==> src/rtl/soc_rst_seq.sv <==
// soc_rst_seq: SoC reset sequencer for the always-on domain.
//
// Holds the SoC in reset until the PLL has been continuously locked for
// LOCK_STABLE_CYC cycles, then keeps reset asserted for HOLD_CYC more
// cycles before releasing it. A debounced reset button or a loss of PLL
// lock puts the SoC back into reset. The cause of the last reset and a
// saturating count of exits from the run state are reported.
//
// Ports:
//   clk         in   SoC clock; all state is in this domain
//   reset       in   asynchronous active-high reset
//   pll_locked  in   asynchronous PLL lock status
//   btn_rst_n   in   asynchronous raw reset button, active-low
//   soc_rst_n   out  registered active-low SoC reset (1 only in ST_RUN)
//   rst_cause   out  0 = power-on, 1 = PLL loss, 2 = button
//   reset_count out  saturating count of exits from ST_RUN
//   state_o     out  current state encoding
module soc_rst_seq #(
  parameter int LOCK_STABLE_CYC = 32,
  parameter int HOLD_CYC        = 64,
  parameter int DEBOUNCE_CYC    = 16
) (
  input  logic       clk,
  input  logic       reset,
  input  logic       pll_locked,
  input  logic       btn_rst_n,
  output logic       soc_rst_n,
  output logic [1:0] rst_cause,
  output logic [7:0] reset_count,
  output logic [1:0] state_o
);

  typedef enum logic [1:0] {
    ST_WAIT_LOCK = 2'd0,
    ST_HOLD      = 2'd1,
    ST_RUN       = 2'd2,
    ST_BTN_WAIT  = 2'd3
  } state_t;

  localparam logic [1:0] CAUSE_PLL = 2'd1;
  localparam logic [1:0] CAUSE_BTN = 2'd2;

  // One counter serves both WAIT_LOCK and HOLD; size it for the longer one.
  localparam int MAX_CYC = (LOCK_STABLE_CYC > HOLD_CYC) ? LOCK_STABLE_CYC : HOLD_CYC;
  localparam int CNT_W   = $clog2(MAX_CYC + 1);
  localparam int DB_W    = $clog2(DEBOUNCE_CYC + 1);

  localparam logic [CNT_W-1:0] LOCK_LAST = CNT_W'(LOCK_STABLE_CYC - 1);
  localparam logic [CNT_W-1:0] HOLD_LAST = CNT_W'(HOLD_CYC - 1);
  localparam logic [DB_W-1:0]  DB_LAST   = DB_W'(DEBOUNCE_CYC - 1);

  function automatic logic [7:0] sat_inc8(input logic [7:0] v);
    return (v == 8'hFF) ? v : v + 8'd1;
  endfunction

  // ---- Stage: input synchronizers ----
  logic [1:0] lock_sync;
  logic [1:0] btn_sync;
  logic       locked_s;
  logic       btn_s;

  always_ff @(posedge clk or posedge reset) begin
    if (reset) begin
      lock_sync <= 2'b00;
      btn_sync  <= 2'b00;
    end else begin
      lock_sync <= {lock_sync[0], pll_locked};
      btn_sync  <= {btn_sync[0], btn_rst_n};
    end
  end

  assign locked_s = lock_sync[1];
  assign btn_s    = btn_sync[1];

  // ---- Stage: button debounce ----
  // btn_db resets to "released" so the synchronizer's reset value of 0
  // does not look like a press; that 2-cycle mismatch is far shorter than
  // the debounce window.
  logic [DB_W-1:0] db_cnt;
  logic            btn_db;

  always_ff @(posedge clk or posedge reset) begin
    if (reset) begin
      db_cnt <= '0;
      btn_db <= 1'b1;
    end else if (btn_s != btn_db) begin
      if (db_cnt == DB_LAST) begin
        btn_db <= btn_s;
        db_cnt <= '0;
      end else begin
        db_cnt <= db_cnt + 1'b1;
      end
    end else begin
      db_cnt <= '0;
    end
  end

  // ---- Stage: sequencer FSM ----
  state_t           state, state_nx;
  logic [CNT_W-1:0] cnt, cnt_nx;
  logic [1:0]       cause_nx;
  logic [7:0]       count_nx;

  always_comb begin
    state_nx = state;
    cnt_nx   = cnt;
    cause_nx = rst_cause;
    count_nx = reset_count;

    unique case (state)
      ST_WAIT_LOCK: begin
        if (!locked_s) begin
          cnt_nx = '0;
        end else if (cnt == LOCK_LAST) begin
          state_nx = btn_db ? ST_HOLD : ST_BTN_WAIT;
        end else begin
          cnt_nx = cnt + 1'b1;
        end
      end
      ST_HOLD: begin
        // PLL loss is checked first so it wins over a simultaneous press.
        if (!locked_s) begin
          state_nx = ST_WAIT_LOCK;
          cause_nx = CAUSE_PLL;
        end else if (!btn_db) begin
          state_nx = ST_BTN_WAIT;
          cause_nx = CAUSE_BTN;
        end else if (cnt == HOLD_LAST) begin
          state_nx = ST_RUN;
        end else begin
          cnt_nx = cnt + 1'b1;
        end
      end
      ST_RUN: begin
        if (!locked_s) begin
          state_nx = ST_WAIT_LOCK;
          cause_nx = CAUSE_PLL;
        end else if (!btn_db) begin
          state_nx = ST_BTN_WAIT;
          cause_nx = CAUSE_BTN;
        end
      end
      ST_BTN_WAIT: begin
        if (!locked_s) begin
          state_nx = ST_WAIT_LOCK;
          cause_nx = CAUSE_PLL;
        end else if (btn_db) begin
          state_nx = ST_HOLD;
        end
      end
      default: state_nx = ST_WAIT_LOCK;
    endcase

    // Every state starts its count from zero.
    if (state_nx != state) begin
      cnt_nx = '0;
    end

    if ((state == ST_RUN) && (state_nx != ST_RUN)) begin
      count_nx = sat_inc8(reset_count);
    end
  end

  // soc_rst_n is registered from the next state so it changes on the same
  // edge as the state register and has no combinational input path.
  always_ff @(posedge clk or posedge reset) begin
    if (reset) begin
      state       <= ST_WAIT_LOCK;
      cnt         <= '0;
      soc_rst_n   <= 1'b0;
      rst_cause   <= 2'd0;
      reset_count <= 8'd0;
    end else begin
      state       <= state_nx;
      cnt         <= cnt_nx;
      soc_rst_n   <= (state_nx == ST_RUN);
      rst_cause   <= cause_nx;
      reset_count <= count_nx;
    end
  end

  assign state_o = state;

endmodule

==> config.mk <==
export PLATFORM = sky130hd
export DESIGN_NAME = soc_rst_seq
export DESIGN_NICKNAME = d
export VERILOG_FILES = /design/src/rtl/soc_rst_seq.sv
export SDC_FILE = /design/constraint.sdc
export NUM_CORES = 1
export LEC_CHECK = 0
export CORE_ASPECT_RATIO = 1.2
export CORE_UTILIZATION = 45
export CTS_BUF_LIST = sky130_fd_sc_hd__clkbuf_4 sky130_fd_sc_hd__clkbuf_8
export DETAILED_ROUTE_END_ITERATION = 10
export GPL_TIMING_DRIVEN = 0
export PLACE_DENSITY_LB_ADDON = 0.25
export SETUP_SLACK_MARGIN = 0.1
export SYNTH_ARGS = -nofsm -noshare
export SYNTH_HDL_FRONTEND = slang
export SYNTH_SLANG_ARGS = --single-unit
==> constraint.sdc <==
create_clock -name clk -period 2.4 [get_ports clk]
set_input_delay 0.24 -clock clk [delete_from_list [all_inputs] [get_ports clk]]
set_output_delay 0.24 -clock clk [all_outputs]
set_load 0.05 [all_outputs]
==> metrics.txt <==
status finished, final reports clean; ratio of cells with drive above 1 in the final layout 25.1%; initial DRC count 35; WL final around 3.5 mm; initial antenna violation count 0; critical path cell sequence ha_4, nand4_4, or4_4, a32oi_4, buf_6, a211oi_1, xor2_1; Post-Syn Area per Cell 10.7 um^2; HPWL Detailed around 2.3 mm; post-synthesis sequential area ratio 47.2%; Routed Antenna Nets 0; flop2flop setup slack 0.17 ns; setup tns final 0 ns; DRC errors left 0; Fin Clk Skew 0.00626 ns; Max-cap violations 0; row cnt 23; Leak 0.000934 uW; Syn-to-layout area delta 33.6%; RSZ-0062 raised after global routing true; hold-critical path depth 0; Post-synth EDFFs 0; Setup crit start kind flop; Mapped Cells approximately 150; drt via density approximately 5.9; Fmax 448 MHz; PortBufs 16; CP max stage delay ~0.46 ns; Period minus WS final between 2 and 2.5 ns; first-pass GRT wire length 5.60 mm; Worst Hold End lock_sync[1]; post-synthesis register bit count 30; number of global-route vias before repair between 1k and 1.5k; H-Tree Level Count 2; core area 3370 um^2; delay-heaviest family, CP simple AND/OR/NAND/NOR gates; total grt overflow 0; Power Dens Cells 573 nW/um^2; wire per inst around 16 um; clk buf depth 2; Reg clk slew, reported paths 0.06 ns; Final Max Slew Viols 0; slowest CP cell or4_4; pin count of the biggest net entering global routing 31; total power roughly 1200 uW; Top FF cell, synth dfrtp_1; Hold/Removal Path Class flop to flop; GRT Overall Usage 19.6%; Crit Path Category flop to flop; Hold Crit Start lock_sync[0]; FF-to-FF path depth 7; CTS tree yes; First-pass DRT Iterations 4; Final Hold Fails 0; reg2reg end reset_count[6]; Vias 1278; Setup violations, final 0; # clock sinks 30; hold_ws 0.362 ns; critical path arrival 2.38 ns; CTS Buf Count 5; die width 56.3 um; Setup crit end kind flop; gpl congestion between 0.8 and 0.9; Die Height 67.2 um; I/O Pins 17; worst r2r src cnt[0]; Die ar. 3780 um^2; worst vdd ir 0.494 mV; Syn Nets 160; initial core utilization 47.3%; CP Buf/Inv Count 1; Warnings, synthesis 0; CTS Hold Bufs 0; Worst-Skew Late Latency 0.27 ns; Worst Path Max Fanout 6; Nets roughly 190; Root Buffer Master clkbuf_8; diode count 0; Worst Max-Slew Pin Slew between 1 and 1.5 ns; mapped cell area about 1600 um^2; Final Cycle Share 92.9%; Worst slew margin 26.6%; FFs w/ async S/R, synth 100%; Worst Path Required ~2.6 ns; Unique masters post-synth 40
==> per-layer routing <==
metal  track usage (%)  vias up  routed length, um
met3              5.75       14                134
met1              23.3      622               1460
met2              33.5       27               1770
li1                  -      615                  -
met4              7.93        0                115
met5                 0        -                  0
==> layout make-up <==
| type | instances | area [um^2] |
|---|---|---|
| fillers | 266 | 1240 |
| clock inverters | 1 | 30.0 |
| well taps | 37 | 46.3 |
| clock buffers | 7 | 83.8 |
| multi-input cells | 106 | 933 |
| plain buffers | 4 | 21.3 |
| inverters | 9 | 33.8 |
| repair buffers | 22 | 225 |
| flip-flops and latches | 30 | 754 |
==> placed cells by master, fill, tap and decap left out, types with 2 or more instances in the layout <==
| cell | instances |
|---|---|
| dfrtp_1 | 27 |
| clkdlybuf4s50_1 | 16 |
| nor2_1 | 10 |
| a211oi_1 | 10 |
| xor2_1 | 9 |
| nand3_1 | 8 |
| inv_1 | 7 |
| o21ai_0 | 5 |
| clkbuf_8 | 5 |
| and3_1 | 4 |
| a31oi_1 | 4 |
| ha_1 | 4 |
| a211oi_2 | 3 |
| clkbuf_4 | 3 |
| o31ai_1 | 3 |
| o31a_1 | 3 |
| nand2_1 | 3 |
| nand3b_1 | 3 |
| and2_1 | 3 |
| ha_4 | 3 |
| buf_4 | 3 |
| inv_2 | 2 |
| o211ai_1 | 2 |
| nand2b_1 | 2 |
| a2111oi_2 | 2 |
| mux2_2 | 2 |
| nor3_1 | 2 |
| buf_6 | 2 |
| dfrtp_2 | 2 |
==> worst max path at each step <==
| stage | from | end | slack, ns | cells past startpoint |
|---|---|---|---|---|
| 6_report | cnt[0] | reset_count[6] | 0.17 | 7 |
| 2_1_floorplan | state_o[0] | reset_count[1] | 0.08 | 7 |
| 3_3_place_gp | state_o[0] | cnt[6] | -0.03 | 7 |
| 3_5_place_dp | state_o[0] | cnt[2] | -0.19 | 7 |
| 5_1_grt | state_o[1] | cnt[1] | 0.05 | 7 |
| 4_1_cts | state_o[0] | cnt[1] | 0.11 | 7 |
==> Yosys cell counts, drive strengths merged, types with 2 or more instances <==
library cell / instances / share of area (%)
xnor2: 2 / 1.6
a211oi: 13 / 6.1
or4: 2 / 1.2
and3: 4 / 1.6
dfrtp: 29 / 46
inv: 9 / 2.1
o31ai: 4 / 2.2
nand2: 3 / 0.71
o21ai: 7 / 2.2
xor2: 9 / 4.9
a2111oi: 2 / 1.1
mux2: 2 / 1.4
clkbuf: 3 / 0.79
ha: 7 / 5.5
o211ai: 2 / 0.94
nand2b: 3 / 1.2
nor3: 3 / 0.94
a31oi: 5 / 2.0
and2: 3 / 1.2
o31a: 3 / 1.6
nand3: 8 / 2.5
a21oi: 2 / 0.63
nand3b: 3 / 1.4
nor2: 10 / 2.4
==> metrics by stage <==
| stage | utilization (%) | setup WS [ns] | std cells | area (um^2) |
|---|---|---|---|---|
| finish | 63.2 | 0.169 | 216 | 2130 |
| global route | 63.2 | 0.0536 | 216 | 2130 |
| CTS | 59.2 | 0.107 | 214 | 1990 |
| detailed placement | 53.5 | -0.188 | 202 | 1800 |
| global placement | 53.5 | -0.0326 | 202 | 1800 |
| floorplan | - | 0.0828 | 149 | 1600 |
==> flip-flops by register name (all words and copies together) (netlist names) <==
register and flops:
btn_db 1, btn_sync 2, cnt 7, db_cnt 5, lock_sync 2, reset_count 8, rst_cause 2, soc_rst_n 1
state_o 2
==> timing repair <==
action | 4_1_cts | 5_1_grt
pin swaps | 2 | 5
endpoints found under the setup margin | 15 | 14
resized for setup | 12 | 19
setup buffers | 4 | 2
endpoints found under the hold margin | 0 | 0
==> power by group <==
part	internal, uW	switching (uW)	total [uW]	leakage [uW]
clock	333	173	505	0.0000593
combinational	61.2	86.1	147	0.000477
sequential	535	32.8	568	0.000398
==> cells by family (layout without fill, tap and decap cells) <==
group	count (synthesis)	in the layout	share of synthesized area [%]
adder cells (fa/ha/maj)	7	7	5.50
multiplexers	2	2	1.41
AO/OA/AOI/OAI	42	42	20.0
AND/OR/NAND/NOR	44	44	16.1
XOR/XNOR	11	11	6.52
buffers and inverters	13	43	3.22
flip-flops	30	30	47.2
Power figures use the tool's default switching activity.
